$ cat src/rtl/neuron_pkg.sv
// Shared constants and FSM encoding for the 1-input ReLU neuron backward pass.
package neuron_pkg;

  localparam int unsigned DEFAULT_WIDTH    = 32;
  localparam int unsigned DEFAULT_LR_SHIFT = 4;
  localparam int unsigned MUL_CYCLES       = DEFAULT_WIDTH;

  typedef enum logic [2:0] {
    StIdle,
    StMz,
    StMask,
    StMdw,
    StMdx,
    StUpd,
    StOut
  } state_e;

endpackage

$ cat src/rtl/mul_seq_32b1.sv
// Iterative shift-add multiplier returning the low WIDTH bits of a*b in WIDTH cycles.
// done marks the cycle whose edge completes the product; p is valid from the next cycle on.
module mul_seq_32b1 #(
  parameter int unsigned WIDTH = 32
) (
  input  logic             clk,
  input  logic             rst_n,
  input  logic             start,
  input  logic [WIDTH-1:0] a,
  input  logic [WIDTH-1:0] b,
  output logic             done,
  output logic [WIDTH-1:0] p
);

  localparam int unsigned CntW = $clog2(WIDTH + 1);

  logic [WIDTH-1:0] acc_q, mcand_q, mplier_q;
  logic [CntW-1:0]  cnt_q;
  logic             busy_q;

  // The start edge already consumes bit 0, so WIDTH-1 further edges follow.
  always_ff @(posedge clk or negedge rst_n) begin
    if (!rst_n) begin
      acc_q    <= '0;
      mcand_q  <= '0;
      mplier_q <= '0;
      cnt_q    <= '0;
      busy_q   <= 1'b0;
    end else if (start) begin
      acc_q    <= b[0] ? a : '0;
      mcand_q  <= a << 1;
      mplier_q <= b >> 1;
      cnt_q    <= CntW'(WIDTH - 1);
      busy_q   <= (WIDTH > 1);
    end else if (busy_q) begin
      acc_q    <= acc_q + (mplier_q[0] ? mcand_q : '0);
      mcand_q  <= mcand_q << 1;
      mplier_q <= mplier_q >> 1;
      cnt_q    <= cnt_q - CntW'(1);
      if (cnt_q == CntW'(1)) busy_q <= 1'b0;
    end
  end

  assign done = busy_q && (cnt_q == CntW'(1));
  assign p    = acc_q;

endmodule

$ cat src/rtl/neuron_1input_backprop.sv
// Backward pass of f = relu(w1*x1 + b): weight/bias update and downstream gradient.
// Optional NEURON_BP_ZERO_SKIP_EN skips both gradient products when the ReLU mask is zero.
module neuron_1input_backprop
  import neuron_pkg::*;
#(
  parameter int unsigned WIDTH    = DEFAULT_WIDTH,
  parameter int unsigned LR_SHIFT = DEFAULT_LR_SHIFT
) (
  input  logic             clk,
  input  logic             rst_n,
  input  logic             in_valid,
  output logic             in_ready,
  input  logic [WIDTH-1:0] x1,
  input  logic [WIDTH-1:0] w1,
  input  logic [WIDTH-1:0] b,
  input  logic [WIDTH-1:0] g,
  output logic             out_valid,
  input  logic             out_ready,
  output logic [WIDTH-1:0] w1_new,
  output logic [WIDTH-1:0] b_new,
  output logic [WIDTH-1:0] dx1
);

  state_e state_q;
  logic [WIDTH-1:0] x1_q, w1_q, b_q, g_q, gm_q, dw_q;
  logic [WIDTH-1:0] w1_new_q, b_new_q, dx1_q;
  logic             out_valid_q, start_q;

  logic [WIDTH-1:0] mul_a, mul_b, mul_p, z, gm_d, dw_eff, dx_eff;
  logic             mul_done;
  logic signed [WIDTH-1:0] dw_sh, gm_sh;

  always_comb begin
    mul_a = w1_q;
    mul_b = x1_q;
    unique case (state_q)
      StMdw: begin
        mul_a = gm_q;
        mul_b = x1_q;
      end
      StMdx: begin
        mul_a = gm_q;
        mul_b = w1_q;
      end
      default: ;
    endcase
  end

  mul_seq_32b1 #(
    .WIDTH(WIDTH)
  ) u_mul (
    .clk  (clk),
    .rst_n(rst_n),
    .start(start_q),
    .a    (mul_a),
    .b    (mul_b),
    .done (mul_done),
    .p    (mul_p)
  );

  assign z    = mul_p + b_q;
  assign gm_d = ($signed(z) > 0) ? g_q : '0;

  // Gating on gm keeps stale products out of the result when the products were skipped.
  assign dw_eff = (gm_q == '0) ? '0 : dw_q;
  assign dx_eff = (gm_q == '0) ? '0 : mul_p;
  assign dw_sh  = $signed(dw_eff) >>> LR_SHIFT;
  assign gm_sh  = $signed(gm_q) >>> LR_SHIFT;

  always_ff @(posedge clk or negedge rst_n) begin
    if (!rst_n) begin
      state_q     <= StIdle;
      x1_q        <= '0;
      w1_q        <= '0;
      b_q         <= '0;
      g_q         <= '0;
      gm_q        <= '0;
      dw_q        <= '0;
      w1_new_q    <= '0;
      b_new_q     <= '0;
      dx1_q       <= '0;
      out_valid_q <= 1'b0;
      start_q     <= 1'b0;
    end else begin
      start_q <= 1'b0;
      unique case (state_q)
        StIdle: begin
          if (in_valid) begin
            x1_q    <= x1;
            w1_q    <= w1;
            b_q     <= b;
            g_q     <= g;
            start_q <= 1'b1;
            state_q <= StMz;
          end
        end
        StMz: begin
          if (mul_done) state_q <= StMask;
        end
        StMask: begin
          gm_q <= gm_d;
`ifdef NEURON_BP_ZERO_SKIP_EN
          if (gm_d == '0) begin
            state_q <= StUpd;
          end else begin
            start_q <= 1'b1;
            state_q <= StMdw;
          end
`else
          start_q <= 1'b1;
          state_q <= StMdw;
`endif
        end
        StMdw: begin
          if (mul_done) begin
            start_q <= 1'b1;
            state_q <= StMdx;
          end
        end
        StMdx: begin
          // First MDX cycle: the dw product is still on p while dx1 is being loaded.
          if (start_q) dw_q <= mul_p;
          if (mul_done) state_q <= StUpd;
        end
        StUpd: begin
          w1_new_q    <= w1_q - dw_sh;
          b_new_q     <= b_q - gm_sh;
          dx1_q       <= dx_eff;
          out_valid_q <= 1'b1;
          state_q     <= StOut;
        end
        StOut: begin
          if (out_ready) begin
            out_valid_q <= 1'b0;
            state_q     <= StIdle;
          end
        end
        default: state_q <= StIdle;
      endcase
    end
  end

  assign in_ready  = (state_q == StIdle);
  assign out_valid = out_valid_q;
  assign w1_new    = w1_new_q;
  assign b_new     = b_new_q;
  assign dx1       = dx1_q;

endmodule

$ cat config.mk
export PLATFORM = sky130hd
export DESIGN_NAME = neuron_1input_backprop
export DESIGN_NICKNAME = d
export VERILOG_FILES = /design/src/rtl/neuron_pkg.sv /design/src/rtl/mul_seq_32b1.sv /design/src/rtl/neuron_1input_backprop.sv
export SDC_FILE = /design/constraint.sdc
export NUM_CORES = 1
export LEC_CHECK = 0
export ABC_AREA = 0
export CAP_MARGIN = 30
export CORE_ASPECT_RATIO = 1.25
export CORE_MARGIN = 8
export CORE_UTILIZATION = 63
export DETAILED_ROUTE_END_ITERATION = 7
export PLACE_DENSITY = 0.87
export SETUP_SLACK_MARGIN = 0.3
export SKIP_LAST_GASP = 1
export SLEW_MARGIN = 40
export SYNTH_ARGS = -nofsm -noshare
export SYNTH_HDL_FRONTEND = slang
export SYNTH_SLANG_ARGS = --single-unit
$ cat constraint.sdc
create_clock -name clk -period 10.12 [get_ports clk]
set_input_delay 2.024 -clock clk [delete_from_list [all_inputs] [get_ports clk]]
set_output_delay 2.024 -clock clk [all_outputs]
set_load 0.05 [all_outputs]
==> impl_metrics.ini <==
[run_status]
outcome = finished, final reports clean

[placement]
place_ws_ns = 5.65
placed_area_mm2 = 0.0254
routabilityCongestion = 0.965
hpwlAfterDp_um = 52000
post-place-cells = 2920
portBuffers = 229

[global_route]
track_usage_pct = 33.0
grt_pass1_wl_um = 109000
antenna_found_initial = 2
grt_pass1_vias = 19600
grt_overflow = 0
grt_max_degree = 154

[clock_network]
cts-root-buf = clkbuf_16
clk_pin_slew_worst_paths_ns = 0.07
clk_latency_ns = 0.56
clockBufferDepth = 3
post_cts_resized = 0
cts_tree = built
cts_setup_buffers = 0
cts_max_level = 2
clkSinkCount = 390
cts_made_buffers = 40
hold_buffers = 0

[power]
leakagePower_nw = 11.8
p_total_mw = 10.3
powerDensity_mw_per_mm2 = 385
ir_drop_uv = 223

[worst_setup_path]
rr_worst_depth = 15
timing.rr.end = w1_new[31]
critPathCapture = w1_new[31]
crit_arrival_ns = 5.06
critPathCaptureType = register
regToRegSetupSlack_ns = 5.53
cp.required_ns = 10.59
path_class = register to register
r2r-start = gm_q[30]
cp-start-kind = register
crit_fanout = 28
crit_start = gm_q[30]

[drt]
met1Wirelength_um = 25700
wl_met2_um = 34300
ant_nets = 0
top_layer = met5
dr_wl_met3_um = 5020
drtIter0Drc = 1867
vias = 19300
via_per_inst = 6.45
drc = 0
wl_um = 71100
wl_per_cell_um = 23.7
dr.pass1.iters = 5

[synthesis]
ys_async_sr_fraction_pct = 100
ys_seq_elements = 390
synthesis.instances = 2316
postSynthAreaPerCell_um2 = 9.83
synth-warning-count = 0
synth_ff_type = dfrtp_1
syn_nets = 2577
synth_edf_count = 0
syn-cell-area_mm2 = 0.0228
yosysSeqAreaShare_pct = 42.9
synthDistinctLibCells = 78

[die]
fp.dieArea_mm2 = 0.0425
row_count = 78
start_util_pct = 63.2
dieWidth_um = 186
core_mm2 = 0.0360
die_h_um = 229
pin_count = 230

[sta]
slew_viol_final = 0
rsz0062_at_grt = no
setup_viol = 0
max_slew_margin_pct = 45.9
fin_setup_tns_ns = 0
period_share_pct = 45.3
worstMarginPinSlew_ns = 0.811
fmax_mhz = 218
whs_ns = 0.475
finClkSkew_ns = 0.0183
period_minus_slack_ns = 4.59
finalHoldViolations = 0
finalWorstSetupSlack_ns = 5.53

[job]
maxCapViolations = 0

[min_path]
hp-start = b_new[5]
hp-class = register to register

[finish]
multi_input_area_mm2 = 0.0123
mostFrequentLayoutCell = dfrtp_1
areaGrowthSynthToFinish_pct = 18.0
utilization_pct = 74.6
n_fill_cell = 2472
fin_nets = 2748
instances_no_fill = 2996
seqCellArea_mm2 = 0.00977
diodes = 0
drive_gt1_share_pct = 11.0
stdcell_area_mm2 = 0.0269
final_cell_mix = dfrtp_1, nand2_1, clkdlybuf4s50_1, a21oi_1, o21ai_0
layout make-up:
| type | instances | share of cell area (%) |
|---|---|---|
| Clock buffer | 51 | 4.18 |
| Clock inverter | 20 | 0.838 |
| Inverter | 78 | 1.09 |
| Multi-Input combinational cell | 1724 | 45.7 |
| Timing Repair Buffer | 253 | 9.68 |
| Tap cell | 480 | 2.23 |
| Sequential cell | 390 | 36.3 |
sequential cells by signal (all words and copies together) (netlist names), 3 cells and up:
register and cells:
u_mul.mcand_q 31, u_mul.cnt_q 6, dx1 32, b_q 32, g_q 32, w1_q 32
b_new 32, dw_q 28, u_mul.p 32, gm_q 32, x1_q 32, state_q 3
u_mul.mplier_q 31, w1_new 32
per-layer routing:
metal  up-vias  track usage (%)
li1       8731                -
met1      9422             37.7
met2       878             54.5
met3       295             5.90
met4         6             24.3
met5         -                0
worst max-delay path, stage by stage (launching register included):
cell	delay (ns)
dfrtp_1	0.40
nor4_1	0.35
nand4_1	0.22
or2_2	0.59
nand2_1	0.16
ha_1	0.28
o21ai_0	0.19
a21oi_1	0.09
o311a_1	0.35
a211o_1	0.36
a221oi_1	0.46
o211ai_1	0.20
a41oi_1	0.37
o21ai_0	0.18
xnor2_1	0.14
o21ai_0	0.14
synth_stat cells (47+ instances only):
cell | n | area (um2)
a211oi_1 | 72 | 541
a21o_1 | 52 | 390
a21oi_1 | 163 | 816
clkbuf_1 | 105 | 394
dfrtp_1 | 390 | 9760
ha_1 | 125 | 1560
inv_1 | 77 | 289
mux2_2 | 158 | 1780
mux2i_1 | 79 | 791
nand2_1 | 272 | 1020
nor2_1 | 64 | 240
nor2b_1 | 72 | 450
o21ai_0 | 160 | 801
xnor2_1 | 51 | 447
xor2_1 | 47 | 412
report_power, final:
group,total [mW],internal (mW),switching (mW)
registers,3.06,2.19,0.872
logic,5.75,2.34,3.41
clock network,1.53,0.893,0.639
how the worst min path moves through the flow:
stage,to,slack (ns),cells after the start
3_5_place_dp,w1_new[6],0.47,2
3_3_place_gp,b_new[22],0.46,2
4_1_cts,b_new[5],0.48,2
2_1_floorplan,gm_q[3],0.47,2
6_report,b_new[5],0.48,2
5_1_grt,dx1[13],0.50,2
cells by family (layout without fill, tap and decap cells):
logic type / count (synthesis) / after routing / synth area share (%)
adder cells (fa/ha/maj): 129 / 129 / 7.22
buffers and inverters: 202 / 402 / 3.47
AO/OA/AOI/OAI: 641 / 641 / 18.2
flip-flops: 390 / 390 / 42.9
multiplexers: 237 / 237 / 11.3
XOR/XNOR: 98 / 98 / 3.77
AND/OR/NAND/NOR: 619 / 619 / 13.2
(Power assumes the default switching activity.)
==> variant 1, RTL diff (same settings) <==
Build with the macro `NEURON_BP_ZERO_SKIP_EN` defined.
--- a/src/rtl/neuron_1input_backprop.sv
+++ b/src/rtl/neuron_1input_backprop.sv
@@ -1,5 +1,7 @@
 // Backward pass of f = relu(w1*x1 + b): weight/bias update and downstream gradient.
 // Optional NEURON_BP_ZERO_SKIP_EN skips both gradient products when the ReLU mask is zero.
+`define NEURON_BP_ZERO_SKIP_EN
+
 module neuron_1input_backprop
   import neuron_pkg::*;
 #(
Function: no difference found for any inputs over 10 cycles, from zero or initial values and one cycle with rst_n low; that may be too few to reach the edited logic, so the function may still have changed.
==> variant 1 against the unedited design <==
Total power up 8.2%. Setup slack worse by 0.37 ns. Final area up 1.8%. Sequential share of layout area down 0.64 points. Final cell count up 10%. Sequential cell count unchanged. Largest power group unchanged. Synthesized area up 2.6%. Wire length up 7.8%.
==> variant 1: results (changes against the unedited design) <==
| Metric | Value |
|---|---|
| Max clock buf depth | `3 (unchanged)` |
| Max Used Layer | `met4` |
| Min-delay src | `x1_q[17]$_DFFE_PN0P_` |
| Crit path kind | `reg2reg` |
| Worst hold stages | `2 (unchanged)` |
| Critical path's slowest cell | `or2_2` |
| Initial antenna violation count | `1 (-1)` |
| Worst Skew | `0.01790 ns (-0.0003554 ns)` |
| Sequential share of the synthesized area | `41.77% (-1.1 points)` |
| Ys Warns | `0 (unchanged)` |
| Layout net count | `3,046 (+11%)` |
| Grt met2 use | `56.12% (+1.6 points)` |
| Ys async rst share | `100.0% (unchanged)` |
| Total GRT Usage | `34.59% (+1.6 points)` |
| WL final | `76,660 um (+7.8%)` |
| Met2 WL post-DR | `35,780 um (+4.4%)` |
| Hold Crit Class | `reg2reg` |
| Starting DRT DRC Count | `1,807 (-3.2%)` |
| Synth Area in XOR/XNOR | `3.448% (-0.32 points)` |
| Adder-cell area share of the yosys netlist | `7.036% (-0.18 points)` |
| Leak | `12.28 nW (+4.1%)` |
| Post-cts sizing count | `0 (unchanged)` |
| Most frequent cell after synthesis | `nand2_1` |
| R2r setup slk | `5.16 ns (-0.37 ns)` |
| R2R depth | `16 (+1)` |
| FF-to-FF Start | `gm_q[5]$_DFFE_PN0P_` |
| Drt pass-1 iters | `5 (unchanged)` |
| First-pass GRT wire length | `117,800 um (+8.4%)` |
| Clk_lat worst skew | `0.56 ns (about the same)` |
| Largest cells by area after synthesis | `dfrtp_1 42%, nand2_1 8.9%, ha_1 6.7%` |
| Reg2Reg Capture Point | `w1_new[28]$_DFFE_PN0P_` |
| Slew margin rel. | `43.46% (-2.5 points)` |
| Synth Area in Compound Gates | `19.85% (+1.7 points)` |
| Mapped Nets | `2,896 (+12%)` |
| Hold Path Sink | `x1_q[17]$_DFFE_PN0P_` |
| Int Pwr | `5.672 mW (+4.6%)` |
| Pin count of the biggest net entering global routing | `99 (-36%)` |
| Worst-path clk slew | `0.06 ns` |
| Metal1 wirelength | `28,760 um (+12%)` |
| Synth cell count leaders | `557 x nand2_1, 390 x dfrtp_1, 183 x o21ai_0, 175 x a21oi_1, 125 x ha_1` |
| Worst path max stage delay | `0.58 ns` |
| Arr. time, crit path | `5.46 ns (+0.40 ns)` |
| CP delay by family, top | `simple AND/OR/NAND/NOR gates` |
| WL met3 | `6080 um (+21%)` |
| H-tree depth | `2 (unchanged)` |
| Post-synthesis mux area share | `4.964% (-6.3 points)` |
| Share of cells above drive strength 1 | `6.499% (-4.5 points)` |
| Vias post-DR | `20.72k (+7.2%)` |
| Peak VDD IR | `236.9 uV (+6.2%)` |
| Hold slack final | `0.4764 ns (+0.001196 ns)` |
| Root Driver | `clkbuf_16` |
| Grt met3 use | `6.857% (+0.96 points)` |
| M1 GR Usage | `41.25% (+3.6 points)` |
| Final RePlAce weighted congestion | `0.9647 (about the same)` |
| Status | `finished clean` |
| IO Port Bufs | `229 (unchanged)` |
| Netlist cell types | `77 (-1.3%)` |
| Hpwl dp | `56,230 um (+8.1%)` |
## variant 1: cell types whose count changed after synthesis, sizes merged, moves of 26 or more
cell	unedited run	this run
inv	77	104
mux2	158	31
nand2	272	557
nor2	64	98
o21ai	160	186
o31ai	23	49
o32ai	28	1
## variant 1: kinds of logic (layout without fill, tap and decap cells)
| logic type | count (synthesis) | count (layout) |
|---|---|---|
| and+or+nand+nor | 964 | 964 |
| DFF | 390 | 390 |
| adders and majority gates | 129 | 129 |
| AOI/OAI and AO/OA | 701 | 701 |
| muxes | 112 | 112 |
| xor gates and xnor gates | 92 | 92 |
| other | 0 | 3 |
| buffers and inverters | 247 | 428 |
## variant 1: stage by stage
step           util, %  instance area, um2  setup WS (ns)  std cells  total power, mW
2_1_floorplan        -               23370          6.197       2635            7.479
3_3_place_gp     70.21               25880          5.350       3227            9.312
3_5_place_dp     70.31               25920          5.285       3228            9.472
4_1_cts          74.08               27310          5.254       3301            11.09
5_1_grt          74.20               27360          4.895       3302            11.87
6_report         74.22               27360          5.159       3305            11.19
## variant 1: layout make-up
cell class,instances,area [um2]
multi-input combinational,1998,12680
timing repair buffer,250,2517
inverter,105,394.1
fill,2695,9505
sequential,390,9767
antenna,3,7.507
clock inverter,9,108.9
tap,486,608.1
clock buffer,64,1284
## variant 1: power by group through the flow
stage / Combinational, mW / Sequential, mW / Clock, mW
2_1_floorplan: 4.25 / 3.23 / 0
3_5_place_dp: 6.34 / 3.14 / 0
6_report: 6.48 / 3.15 / 1.56
3_3_place_gp: 6.21 / 3.10 / 0
4_1_cts: 6.40 / 3.12 / 1.57
5_1_grt: 7.05 / 3.19 / 1.63
==> variant 2, RTL diff (same settings) <==
Without the edit above. Re-encode `state_e` (7 states) as one-hot, 7 bits wide.
--- a/src/rtl/neuron_pkg.sv
+++ b/src/rtl/neuron_pkg.sv
@@ -5,14 +5,14 @@
   localparam int unsigned DEFAULT_LR_SHIFT = 4;
   localparam int unsigned MUL_CYCLES       = DEFAULT_WIDTH;
 
-  typedef enum logic [2:0] {
-    StIdle,
-    StMz,
-    StMask,
-    StMdw,
-    StMdx,
-    StUpd,
-    StOut
+  typedef enum logic [6:0] {
+    StIdle = 7'b0000001,
+    StMz   = 7'b0000010,
+    StMask = 7'b0000100,
+    StMdw  = 7'b0001000,
+    StMdx  = 7'b0010000,
+    StUpd  = 7'b0100000,
+    StOut  = 7'b1000000
   } state_e;
 
 endpackage
Function: same outputs for any inputs over 10 cycles, from zero or initial values and one cycle with rst_n low; not proved beyond that.
==> variant 2 against the unedited design <==
Count of clock-buffer cells in the layout increased by 9. Final area is 1.1% higher. Register-to-register slack got worse by 0.19 ns. Sequential cell count grew 4. Clock power rose by 5%. Clock skew is 0.0010 ns lower. Wire length up 2.7%. Total power is 10% higher. Critical path depth down 10. Setup slack got worse by 0.23 ns. Synthesized area is 1.4% higher. Critical path type is now reg2out. Utilization increased by 0.39 points.
==> variant 2: results (changes against the unedited design) <==
| Metric | Value |
|---|---|
| Status | `finished clean` |
| Hpwl dp | `53,680 um (+3.2%)` |
| Fmax | `207.6 MHz (-4.8%)` |
| Share of cells above drive strength 1 | `11.64% (+0.63 points)` |
| CP delay by family, top | `buffers and inverters` |
| Reg2Reg Capture Point | `w1_new[30]$_DFFE_PN0P_` |
| Netlist cell types | `81 (+3.8%)` |
| Leak | `12.10 nW (+2.6%)` |
| Vias in the first global route | `19.47k (-0.39%)` |
| Placed inst area | `0.02565 mm2 (+0.89%)` |
| Hold slack final | `0.4764 ns (+0.001268 ns)` |
| Arr. time, crit path | `2.79 ns (-2.27 ns)` |
| Combinational power share | `57.4% (+1.8 points)` |
| Setup crit start | `state_q[6]$_DFFE_PN0P_` |
| Total GRT Usage | `32.95% (-0.055 points)` |
| Critical path's slowest cell | `clkdlybuf4s50_1` |
| Initial antenna violation count | `0 (-2)` |
| Critical Path Sink | `in_ready` |
| CP max FO | `6 (-79%)` |
| Layout filler cell count | `2,525 (+2.1%)` |
| Pin count of the biggest net entering global routing | `153 (-0.65%)` |
| Largest cells by area after synthesis | `dfrtp_1 43%, mux2_2 7.8%, ha_1 6.8%` |
| Worst Skew | `0.01724 ns (-0.001024 ns)` |
| FF-to-FF Start | `gm_q[22]$_DFFE_PN0P_` |
| Slew margin rel. | `45.40% (-0.51 points)` |
| Hold Path Sink | `w1_new[11]$_DFFE_PN0P_` |
| WL final | `73,030 um (+2.7%)` |
| Sequential share of the synthesized area | `42.70% (-0.16 points)` |
| Clock network fraction of total power | `14.2% (-0.6 points)` |
| Starting DRT DRC Count | `1,827 (-2.1%)` |
| R2R depth | `16 (+1)` |
| Syn Inst Count | `2,352 (+1.6%)` |
| Synth cell count leaders | `393 x dfrtp_1, 257 x nand2_1, 160 x mux2_2, 147 x a21oi_1, 125 x ha_1` |
-- variant 2: layout make-up --
type | instances | area [um2] | share of cell area (%)
tap | 480 | 600.6 | 2.211
timing repair buffer | 248 | 2511 | 9.243
antenna | 1 | 2.502 | 0.009211
clock inverter | 14 | 210.2 | 0.7737
multi-input combinational | 1753 | 12430 | 45.75
inverter | 82 | 307.8 | 1.133
clock buffer | 60 | 1239 | 4.559
sequential | 394 | 9868 | 36.32
-- variant 2: cells by family (layout without fill, tap and decap cells) --
kind of cell	after synthesis	count (layout)	synth area share, %
buffers and inverters	205	404	3.625
other	0	1	0
xor gates and xnor gates	86	86	3.262
AOI/OAI and AO/OA	672	672	19.66
adders and majority gates	129	129	7.120
and+or+nand+nor	662	662	13.93
muxes	204	204	9.710
DFF	394	394	42.70
-- variant 2: metal layers --
layer	global-route usage, %	part of all wire, %	up-vias
li1	-	-	8886
met5	0	0	-
met3	5.436	7.2	220
met1	38.96	37	9608
met2	55.30	48	854
met4	21.15	7.4	0
